File: config.mk
export PLATFORM = sky130hd
export DESIGN_NAME = control_sequencer
export DESIGN_NICKNAME = d
export VERILOG_FILES = /design/src/rtl/control_sequencer.sv
export SDC_FILE = /design/constraint.sdc
export NUM_CORES = 1
export LEC_CHECK = 0
export CAP_MARGIN = 20
export CORE_UTILIZATION = 56
export CTS_CLUSTER_DIAMETER = 30
export DETAILED_ROUTE_END_ITERATION = 10
export GPL_TIMING_DRIVEN = 0
export PLACE_DENSITY_LB_ADDON = 0.15
export SLEW_MARGIN = 20
export SYNTH_ARGS = -nofsm -noshare
export SYNTH_HDL_FRONTEND = slang
export SYNTH_SLANG_ARGS = --single-unit
File: constraint.sdc
create_clock -name clk -period 4.1 [get_ports clk]
set_clock_uncertainty 0.05 [all_clocks]
set_input_delay 0.82 -clock clk [delete_from_list [all_inputs] [get_ports clk]]
set_output_delay 0.82 -clock clk [all_outputs]
set_load 0.02 [all_outputs]
File: src/rtl/control_sequencer.sv
// ---------------------------------------------------------------------------
// control_sequencer
//
// Microcoded control unit for the 8-bit bus CPU. A free-running divider on the
// fast system clock produces a one-cycle microstep strobe (tick). The
// sequencer walks each instruction through microsteps T0..T4 and decodes the
// current microstep, opcode and ALU flags into a 16-bit control word that
// drives the datapath bus enables and register loads.
//
// Parameters
//   TICK_DIV    clk cycles per microstep (>= 2)
//
// Ports
//   clk         in   system clock, all state changes on the rising edge
//   reset       in   synchronous, active-high reset
//   opcode      in   [3:0] IR[7:4] from the datapath instruction register
//   carry_flag  in   latched ALU carry (used by JC)
//   zero_flag   in   latched ALU zero  (used by JZ)
//   run         in   1 = free-running ticks, 0 = paused
//   step_req    in   level; each rising edge while paused requests one tick
//   tick        out  one-clk microstep strobe
//   ctrl        out  [15:0] control word, stable for the whole microstep
//   step        out  [2:0] current microstep 0..4
//   halted      out  HLT executed; sticky until reset
// ---------------------------------------------------------------------------
module control_sequencer #(
  parameter int unsigned TICK_DIV = 890000
) (
  input  logic        clk,
  input  logic        reset,
  input  logic [3:0]  opcode,
  input  logic        carry_flag,
  input  logic        zero_flag,
  input  logic        run,
  input  logic        step_req,
  output logic        tick,
  output logic [15:0] ctrl,
  output logic [2:0]  step,
  output logic        halted
);

  // Divider width; TICK_DIV >= 2 so at least one bit is needed.
  localparam int unsigned CNT_W = (TICK_DIV > 2) ? $clog2(TICK_DIV) : 1;
  localparam logic [CNT_W-1:0] CNT_LAST = CNT_W'(TICK_DIV - 1);

  // Control word bit masks.
  localparam logic [15:0] PC_IN     = 16'h0001;
  localparam logic [15:0] PC_OUT    = 16'h0002;
  localparam logic [15:0] PC_ADD    = 16'h0004;
  localparam logic [15:0] MAR_IN    = 16'h0008;
  localparam logic [15:0] RAM_IN    = 16'h0010;
  localparam logic [15:0] RAM_OUT   = 16'h0020;
  localparam logic [15:0] IR_IN     = 16'h0040;
  localparam logic [15:0] IR_OUT    = 16'h0080;
  localparam logic [15:0] A_IN      = 16'h0100;
  localparam logic [15:0] A_OUT     = 16'h0200;
  localparam logic [15:0] B_IN      = 16'h0400;
  localparam logic [15:0] ALU_OUT   = 16'h0800;
  localparam logic [15:0] ALU_SUB   = 16'h1000;
  localparam logic [15:0] FLAGS_IN  = 16'h2000;
  localparam logic [15:0] OUTPUT_IN = 16'h4000;
  localparam logic [15:0] HALT      = 16'h8000;

  // Opcodes.
  localparam logic [3:0] OP_NOP = 4'd0;
  localparam logic [3:0] OP_LDA = 4'd1;
  localparam logic [3:0] OP_ADD = 4'd2;
  localparam logic [3:0] OP_OUT = 4'd3;
  localparam logic [3:0] OP_SUB = 4'd4;
  localparam logic [3:0] OP_STA = 4'd5;
  localparam logic [3:0] OP_LDI = 4'd6;
  localparam logic [3:0] OP_JMP = 4'd7;
  localparam logic [3:0] OP_JC  = 4'd8;
  localparam logic [3:0] OP_JZ  = 4'd9;
  localparam logic [3:0] OP_HLT = 4'd15;

  typedef enum logic [2:0] {
    T0 = 3'd0,
    T1 = 3'd1,
    T2 = 3'd2,
    T3 = 3'd3,
    T4 = 3'd4
  } step_t;

  // Final microstep of each opcode; the step after it wraps back to T0.
  // Unassigned opcodes behave as NOP and end after the fetch.
  function automatic logic [2:0] last_step_of(input logic [3:0] op);
    case (op)
      OP_LDA, OP_STA:                         last_step_of = 3'd3;
      OP_ADD, OP_SUB:                         last_step_of = 3'd4;
      OP_OUT, OP_LDI, OP_JMP, OP_JC, OP_JZ,
      OP_HLT:                                 last_step_of = 3'd2;
      default:                                last_step_of = 3'd1;
    endcase
  endfunction

  // ---------------------------------------------------------------------------
  // State
  // ---------------------------------------------------------------------------
  step_t            step_reg, step_next;
  logic             halted_reg, halted_next;
  logic [CNT_W-1:0] count_reg, count_next;
  logic             step_req_sync_reg;   // step_req registered once
  logic             step_req_prev_reg;   // previous value for edge detection
  logic             single_pulse_reg, single_pulse_next;

  // Constant lookup table of last microsteps, one entry per opcode.
  logic [15:0][2:0] last_step_tbl;

  genvar gi;
  generate
    for (gi = 0; gi < 16; gi++) begin : g_last_step
      assign last_step_tbl[gi] = last_step_of(4'(gi));
    end
  endgenerate

  logic       div_tick;
  logic       step_req_rise;
  logic [2:0] last_step;
  logic       at_last_step;

  assign div_tick      = (count_reg == CNT_LAST);
  assign step_req_rise = step_req_sync_reg & ~step_req_prev_reg;
  assign last_step     = last_step_tbl[opcode];
  // >= rather than == so that any out-of-range step always recovers to T0.
  assign at_last_step  = (3'(step_reg) >= last_step);

  // While running, only the divider can tick; a pending single-step pulse is
  // dropped if run rises before it fires. Nothing ticks once halted.
  assign tick = ~halted_reg & (run ? div_tick : single_pulse_reg);

  // ---------------------------------------------------------------------------
  // Next-state logic
  // ---------------------------------------------------------------------------
  always_comb begin
    count_next        = div_tick ? '0 : count_reg + 1'b1;
    // Edges seen while running or halted are discarded, never queued.
    single_pulse_next = step_req_rise & ~run & ~halted_reg;
    step_next         = step_reg;
    halted_next       = halted_reg;

    if (tick) begin
      if (at_last_step) begin
        step_next = T0;
      end else begin
        step_next = step_t'(3'(step_reg) + 3'd1);
      end
      if ((step_reg == T2) && (opcode == OP_HLT)) begin
        halted_next = 1'b1;
        step_next   = T0;
      end
    end
  end

  // ---------------------------------------------------------------------------
  // State registers
  // ---------------------------------------------------------------------------
  always_ff @(posedge clk) begin
    if (reset) begin
      step_reg          <= T0;
      halted_reg        <= 1'b0;
      count_reg         <= '0;
      step_req_sync_reg <= 1'b0;
      step_req_prev_reg <= 1'b0;
      single_pulse_reg  <= 1'b0;
    end else begin
      step_reg          <= step_next;
      halted_reg        <= halted_next;
      count_reg         <= count_next;
      step_req_sync_reg <= step_req;
      step_req_prev_reg <= step_req_sync_reg;
      single_pulse_reg  <= single_pulse_next;
    end
  end

  // ---------------------------------------------------------------------------
  // Control word decode. Depends only on registered step plus the datapath's
  // IR and flags, so it is stable for the whole microstep. During the fetch
  // steps the opcode is ignored because IR still holds the previous
  // instruction until the T1 tick.
  // ---------------------------------------------------------------------------
  logic [15:0] ctrl_word;

  always_comb begin
    ctrl_word = '0;
    if (!halted_reg) begin
      case (step_reg)
        T0: ctrl_word = PC_OUT | MAR_IN;
        T1: ctrl_word = RAM_OUT | IR_IN | PC_ADD;
        T2: begin
          case (opcode)
            OP_LDA, OP_ADD, OP_SUB, OP_STA: ctrl_word = IR_OUT | MAR_IN;
            OP_OUT: ctrl_word = A_OUT | OUTPUT_IN;
            OP_LDI: ctrl_word = IR_OUT | A_IN;
            OP_JMP: ctrl_word = IR_OUT | PC_IN;
            OP_JC:  ctrl_word = carry_flag ? (IR_OUT | PC_IN) : 16'h0000;
            OP_JZ:  ctrl_word = zero_flag  ? (IR_OUT | PC_IN) : 16'h0000;
            OP_HLT: ctrl_word = HALT;
            default: ctrl_word = 16'h0000;
          endcase
        end
        T3: begin
          case (opcode)
            OP_LDA:         ctrl_word = RAM_OUT | A_IN;
            OP_ADD, OP_SUB: ctrl_word = RAM_OUT | B_IN;
            OP_STA:         ctrl_word = A_OUT | RAM_IN;
            default:        ctrl_word = 16'h0000;
          endcase
        end
        T4: begin
          case (opcode)
            OP_ADD:  ctrl_word = ALU_OUT | A_IN | FLAGS_IN;
            OP_SUB:  ctrl_word = ALU_OUT | ALU_SUB | A_IN | FLAGS_IN;
            default: ctrl_word = 16'h0000;
          endcase
        end
        default: ctrl_word = 16'h0000;
      endcase
    end
  end

  assign ctrl   = ctrl_word;
  assign step   = step_reg;
  assign halted = halted_reg;

  // OP_NOP is documented for readability; it shares the default decode path.
  logic unused_ok;
  assign unused_ok = &{1'b0, OP_NOP};

endmodule

**After elaboration in Yosys (flattened, before gate mapping)**

Memories as Yosys holds them, arrays and structs flattened.
Index checks and enable logic that the tools add are counted.

- Word-level logic and storage cells: 50
- Bits in read-only memories: 48
- Memories kept: 1
- Output and inout bits: 21
- Register bits after elaboration: 27
- Bits in writable memories: 0
- Bits in latches: 0

Memories:

| name | words | width | read ports | clocked after memory_dff | write ports | line | RTL |
|---|---|---|---|---|---|---|---|
| (no name shown) | 16 | 3 | 1 | 0 | 0 | 124 | `assign last_step = last_step_tbl[opcode];` |

- Shift operators: 0
- Bitwise gates (word level): 7
- $mul: 0
- Reduce and logical (&&, ||, !) cells: 6
- Mux-type cells: 11
- Divide/modulo/power cells: 0
- Eq/ne operators: 15
- $add $sub $neg: 2
- Magnitude comparators: 2

Operators with widths:

| cell | number |
|---|---|
| 16-bit one-hot mux with 7 select lines | 1 |
| 16-bit one-hot mux with 5 select lines | 1 |
| 11-bit one-hot mux with 3 select lines | 1 |
| 14-bit one-hot mux with 2 select lines | 1 |
| 20-bit by 1-bit adder with 20-bit output, second input constant | 1 |
| 20-bit equality test, second input constant | 1 |
| 4-bit by 3-bit equality test with 1-bit output, second input constant | 4 |
| 16-bit 2-to-1 mux | 1 |
| 8-bit 2-to-1 mux | 2 |
| 4-bit equality test, second input constant | 3 |
| 3-bit 2-to-1 mux | 3 |
| 4-bit by 2-bit equality test with 1-bit output, second input constant | 2 |
| 3-bit by 2-bit equality test with 1-bit output, second input constant | 2 |
| 4-bit by 5-bit less-than comparator with 1-bit output, second input constant | 1 |
| 1-bit bitwise AND | 4 |
| 4-bit by 1-bit equality test with 1-bit output, second input constant | 1 |
| 2-bit OR reduction | 2 |
| 4-bit OR reduction | 1 |
| 3-bit by 1-bit adder with 3-bit output, second input constant | 1 |
| 3-bit by 1-bit equality test with 1-bit output, second input constant | 1 |
| 3-bit equality test, second input constant | 1 |
| 3-bit >= comparator | 1 |
| 3-bit zero test | 1 |
| 1-bit inverter | 3 |
| 3 further kinds | 3 |

**Logic depth before layout (Yosys ltp)**

Gate-level depths: netlist of the first run.

- Depth in word-level cells: 5
- Gate-level depth with buffers: 9
- Gate-level depth less buffers: 8

**Worst setup path before layout of the first run**

Ideal clock, no wire load.

- Path type: input port to output port
- From: in opcode[1]
- To: out ctrl[9]
- Stages: 3
- Setup slack: 1.076 ns
- Data arrival time: 2.154 ns
- Data required time: 3.230 ns
- Cell sequence: clkbuf_1 > nor4bb_1 > a41o_1

- Longest elaborated chain between the ends: 5

RTL lines:

| what | line | RTL |
|---|---|---|
| start, declared | 31 | `input logic [3:0] opcode,` |
| 4-bit by 3-bit equality test with 1-bit output, or another cell as far along | 191, 203 |  |
| 4-bit OR reduction or 2-bit OR reduction (tied branches) | 191, 203 |  |
| 16-bit one-hot mux with 7 select lines or 11-bit one-hot mux with 3 select lines (tied branches) | 191, 203 |  |
| 16-bit one-hot mux with 5 select lines * | 187 | `case (step_reg)` |
| 16-bit 2-to-1 mux * | 186 | `if (!halted_reg) begin` |
| end, declared | 37 | `output logic [15:0] ctrl,` |

Every way passes the cells marked *; elsewhere a longest branch is shown, timed or not.

**Worst setup path after layout of the first run**

- From: in opcode[0]
- To: out ctrl[9]

Same word-level chain as after synthesis.

==> results of run 1 <==
-- cells by family (layout without fill, tap and decap cells) --
kind of cell	count (synthesis)	after routing	share of synthesized area, %
XOR/XNOR	14	14	7.07
AND/OR/NAND/NOR	90	90	31.8
multiplexers	4	4	2.38
flip-flops	27	27	31.2
adder cells (fa/ha/maj)	9	9	6.49
buffers and inverters	23	56	6.42
AO/OA/AOI/OAI	38	38	14.6
-- cell type report --
class / count / area [um^2] / share of cell area (%)
plain buffers: 12 / 70.1 / 3.35
clock buffers: 4 / 26.3 / 1.26
inverters: 11 / 41.3 / 1.98
multi-input cells: 155 / 1080 / 51.8
flip-flops and latches: 27 / 541 / 25.9
well taps: 31 / 38.8 / 1.86
repair buffers: 29 / 290 / 13.9
-- metrics by stage --
stage | power [mW] | util (%) | cell area, um^2 | worst slack (ns)
finish | 0.437 | 73.2 | 2090 | 0.249
global route | 0.454 | 73.2 | 2090 | 0.143
global placement | 0.327 | 72.3 | 2060 | 0.350
floorplan | 0.310 | - | 1730 | 1.08
CTS | 0.440 | 73.2 | 2090 | 0.336
detailed placement | 0.330 | 72.3 | 2060 | 0.333
-- how the worst max path moves through the flow --
stage,from,depth (start not counted),to
6_report,opcode[0],6,ctrl[9]
5_1_grt,opcode[0],7,ctrl[3]
4_1_cts,opcode[0],7,ctrl[3]
3_5_place_dp,opcode[0],7,ctrl[3]
3_3_place_gp,opcode[0],7,ctrl[3]
2_1_floorplan,opcode[1],3,ctrl[9]
-- metal layers --
layer | track usage (%) | vias up
li1 | - | 795
met1 | 28.0 | 749
met2 | 44.7 | 52
met3 | 4.24 | 10
met4 | 11.9 | 0
met5 | 0 | -
-- report_power, final --
part           total (mW)  internal, mW  switching [mW]  leakage (nW)
Combinational      0.0553        0.0258          0.0294         0.564
Clock               0.112        0.0381          0.0742        0.0150
Sequential          0.269         0.266         0.00273         0.219
Total               0.437         0.330           0.106         0.798
-- placed cells by master (no fill, tap or decap), drive strengths merged, types with 6 or more instances in the layout --
cell type / instances
a21oi: 12
buf: 6
clkbuf: 10
clkdlybuf4s50: 29
dfxtp: 27
ha: 9
inv: 11
nand2: 8
nand2b: 7
nand3: 11
nor2: 23
xor2: 11
-- critical path, delay by kind of cell --
kind | cells | cell delay (ns)
buf+inv | 3 | 1.22
simple gates | 2 | 0.76
compound gates | 1 | 0.18
==> run_results.csv, run 1 <==
group,metric,value,unit
sta,maxSlewViolCount,0,
yosys,netlist_top_cells_count,"27 x dfxtp_1, 23 x nor2_1, 11 x a21oi_1, 11 x inv_1, 11 x xor2_1",
cts,cts_resized,0,
route,vias,1606,
route,wl_met2,1970,um
yosys,synth_area_leaders,"dfxtp_1 31%, ha_1 6.5%, xor2_1 5.6%, nor2_1 5.0%, a21oi_1 3.2%",
setup_path,r2r_slack,2.10,ns
route,ant_nets,0,
outcome,violations,"DRC",
yosys,avgSynthCellArea,8.46,um^2
cts,cts-root-buf,"clkbuf_4",
cts,clk_path_buf_depth,2,
cells_and_area,syn2layout_area_growth,20.5,%
setup_path,required,3.23,ns
grt,grt_usage,24.6,%
setup_path,r2r-start,"step[0]$_SDFFE_PP0P_",
route,drt_iter0_markers,67,
placement,place_inst,265,
yosys,synth_area_leader_cell,"dfxtp_1",
setup_path,cp-start-kind,"input pin",
setup_path,slowest_stage,"clkdlybuf4s50_1",
cts,cts_tree,"done",
cells_and_area,fin_cells,269,
sta,setup_viol,0,
pwr,powerDensity,209,nW/um^2
grt,grt_max_degree,15,
pwr,p_leak,0.798,nW
cts,hold_buffers,0,
route,drc,5,
cts,cts_setup_buffers,0,
cells_and_area,nNetsFinal,258,
cells_and_area,largest_reg_flops,20,
grt,antenna_found_initial,0,
setup_path,r2r-end,"step[0]$_SDFFE_PP0P_",
yosys,ys.flop_type,"dfxtp_1",
placement,port-buffer-count,29,
sta,slew_headroom,63.4,%
route,drtPass1Iterations,7,
cts,clk_pin_slew,0.13,ns
outcome,status,"finished, violations left",
sta,max_slew.worst_pin.slew,0.544,ns
cells_and_area,num_antenna_cells,0,
setup_path,cpPeakStageDelay,0.61,ns
route,wl_met1,1500,um
cells_and_area,drive_above_1_share,8.82,%
grt,grt_pass1_vias,1550,
pwr,ir_drop,0.000149,V
worst_hold_path,min_to,"single_pulse_reg$_SDFF_PP0_",
worst_hold_path,hold_class,"reg2reg",
floorplan,die_h,57.7,um
yosys,async_reset_ff_share,0,%
floorplan,ioPinCount,31,
route,post_drt_wl_per_cell,13.8,um
sta,fin_setup_tns,0,ns
setup_path,worstPathArrival,2.98,ns
yosys,synthesis.area,1730,um^2
sta,max_freq,0.260,GHz
cts,cts_buffers,3,
worst_hold_path,hp-start,"step_req_prev_reg$_SDFF_PP0_",
setup_path,path_class,"in2out",
floorplan,design.core.area,2850,um^2
grt,grt_pass1_wl,6490,um
yosys,syn_inst,205,
yosys,yosysSeqAreaShare,31.2,%
sta,period_share,93.9,%
grt,grt_overflow,0,
setup_path,path_cells,"clkdlybuf4s50_1 > inv_1 > nor2_1 > nor4bb_1 > a41o_1 > clkdlybuf4s50_1",
placement,hpwl,2920,um
setup_path,crit_path_max_fanout,5,
setup_path,cp-end-kind,"output port",
cts,clock_latency,0.32,ns
worst_hold_path,hold_depth,1,
sta,whs,0.357,ns
route,routed_wl,3720,um
floorplan,row_count,19,
placement,place.gp.congestion,0.841,
sta,fin_crit,3.85,ns
flow_run,max-cap-violations,0,
cts,clock-sinks,27,
floorplan,dieArea,3320,um^2
yosys,syn-num-nets,224,
route,via_per_inst,5.97,
yosys,synth_edf_count,0,
setup_path,reg2reg_depth,6,
floorplan,initial_utilization,60.8,%
sta,hold_viol,0,
yosys,synth_top_area_share,31.2,%
yosys,ys_warn_count,0,
cts,h-tree-depth,1,
yosys,yosys.cell_types.count,52,
sta,rsz0062_at_grt,"no",
yosys,ys_ff_latch,27,
setup_path,crit_top_cell,"clkdlybuf4s50_1",
route,wl_met3,172,um
yosys,post-synth-top-count-cell,"dfxtp_1",
cells_and_area,fillers,232,
floorplan,die_w,57.7,um
route,highest_layer,"met4",
Note: power is estimated with default switching activity, not from simulation.
==> run 2, diff against run 1 <==
- PLACE_DENSITY_LB_ADDON: 0.15 -> 0.3
- SLEW_MARGIN: 20 -> 10
==> run 2 against run 1 <==
  * The run still ends with DRC left
  * Total power up 0.97%
  * Combinational power down 2%
  * Design area up 0.18%
  * Die area unchanged
  * Critical endpoint is now ctrl[3]
  * Largest cell class unchanged
  * Global-route usage down 1.6 points
  * Sequential share of layout area about the same
  * Routed wire length down 5.8%
  * Clock power up 4%
  * Via count down 2.8%
  * Sequential power about the same
  * Core utilization up 0.13 points
  * Non-clock buffer count unchanged
==> run_results.csv, run 2 (same netlist as run 1, synthesis figures left out) <==
group,metric,value,unit
outcome,status,"finished, violations left",
outcome,violations,"DRC",
cts,cts_buffers,3,
cts,h-tree-depth,1,
sta,max_slew.worst_pin.slew,0.423,ns
cells_and_area,fillers,237,
floorplan,dieArea,3320,um^2
setup_path,cp-end-kind,"output port",
grt,grt_usage,23.1,%
cells_and_area,nNetsFinal,258,
route,drt_iter0_markers,58,
placement,place_inst,265,
route,ant_nets,0,
sta,slew_headroom,71.6,%
sta,hold_viol,0,
cts,clk_path_buf_depth,2,
floorplan,initial_utilization,60.8,%
floorplan,ioPinCount,31,
route,via_per_inst,5.80,
floorplan,die_w,57.7,um
cells_and_area,num_antenna_cells,0,
sta,max_freq,0.264,GHz
cts,hold_buffers,0,
sta,period_share,92.4,%
floorplan,design.core.area,2850,um^2
setup_path,crit_path_max_fanout,10,
route,drtPass1Iterations,7,
cts,clock-sinks,27,
grt,grt_max_degree,17,
cells_and_area,largest_reg_flops,20,
sta,setup_slack,0.312,ns
floorplan,row_count,19,
placement,hpwl,2720,um
cells_and_area,drive_above_1_share,9.24,%
cells_and_area,fin_cells,269,
sta,fin_crit,3.79,ns
setup_path,worstPathArrival,2.92,ns
grt,met1_usage,33.1,%
floorplan,die_h,57.7,um
cts,clock_latency,0.33,ns
placement,port-buffer-count,29,
worst_hold_path,hold_class,"reg2reg",
pwr,p_leak,0.797,nW
setup_path,crit_top_cell,"clkdlybuf4s50_1",
grt,gr-usage-met2,37.2,%
setup_path,r2r_slack,2.19,ns
pwr,powerDensity,211,nW/um^2
sta,fin_setup_tns,0,ns
grt,grt_pass1_wl,6110,um
setup_path,slowest_stage,"clkdlybuf4s50_1",
cells_and_area,syn2layout_area_growth,20.7,%
route,vias,1561,
cts,cts-root-buf,"clkbuf_4",
cts,cts_setup_buffers,0,
placement,dpl_worst_slack,0.306,ns
sta,maxSlewViolCount,0,
flow_run,max-cap-violations,0,
placement,place.gp.congestion,0.814,
grt,grt_pass1_vias,1401,
cells_and_area,design_area,2090,um^2
setup_path,cpPeakStageDelay,0.65,ns
cells_and_area,layout_common_cells,"29 x clkdlybuf4s50_1, 27 x dfxtp_1, 23 x nor2_1",
setup_path,path_cells,"clkdlybuf4s50_1 > clkbuf_1 > nor2_1 > xnor2_1 > a31oi_1 > nor4_1 > clkdlybuf4s50_1",
route,routed_wl,3510,um
sta,whs,0.363,ns
grt,grt_overflow,0,
route,drc,3,
setup_path,cp-start-kind,"input pin",
cts,cts_resized,0,
route,post_drt_wl_per_cell,13.0,um
cts,cts_tree,"done",
placement,place_area,2060,um^2
sta,rsz0062_at_grt,"no",
cts,clk_pin_slew,0.13,ns
grt,antenna_found_initial,0,
setup_path,path_class,"in2out",
sta,setup_viol,0,
grt,grt_util_met3,3.35,%
cells_and_area,mostFrequentLayoutCell,"clkdlybuf4s50_1",
grt,busiest_layer,"met2",
setup_path,required,3.23,ns
pwr,ir_drop,0.000283,V
-- run 2: worst max-delay path, delay by kind of cell --
kind / cells / cell delay (ns)
compound gates: 1 / 0.10
xor+xnor: 1 / 0.18
buf+inv: 3 / 1.49
simple gates: 2 / 0.31
-- run 2: report_power, final --
part           switching (mW)  leakage, nW  internal (mW)
Sequential            0.00250        0.219          0.266
Combinational          0.0287        0.564         0.0258
Clock                  0.0802       0.0139         0.0373
Total                   0.111        0.797          0.329
-- run 2: stage by stage --
| stage | utilization (%) | power (mW) |
|---|---|---|
| detailed placement | 72.3 | 0.329 |
| floorplan | - | 0.310 |
| finish | 73.4 | 0.441 |
| global route | 73.4 | 0.458 |
| CTS | 73.4 | 0.446 |
| global placement | 72.3 | 0.328 |
-- run 2: worst paths after layout --
kind,start,endpoint,cells after the start
setup / recovery,opcode[0],ctrl[3],7
setup reg to reg,step[0]$_SDFFE_PP0P_,step[1]$_SDFFE_PP0P_,6
hold / removal,step_req_prev_reg$_SDFF_PP0_,single_pulse_reg$_SDFF_PP0_,1
hold reg to reg,step_req_prev_reg$_SDFF_PP0_,single_pulse_reg$_SDFF_PP0_,1
-- run 2: layout make-up --
type / count / area, um^2 / area share [%]
Inverter: 11 / 41.3 / 1.97
Tap cell: 31 / 38.8 / 1.85
Clock buffer: 3 / 22.5 / 1.08
Buffer: 12 / 70.1 / 3.35
Clock inverter: 1 / 7.51 / 0.359
Sequential cell: 27 / 541 / 25.8
Multi-Input combinational cell: 155 / 1080 / 51.7
Timing Repair Buffer: 29 / 290 / 13.9
-- run 2: routing by layer --
layer  routed length, um  up-vias
li1                    -      802
met5                   0        -
met4                  17        0
met2                1620       34
met1                1700      723
met3                 168        2
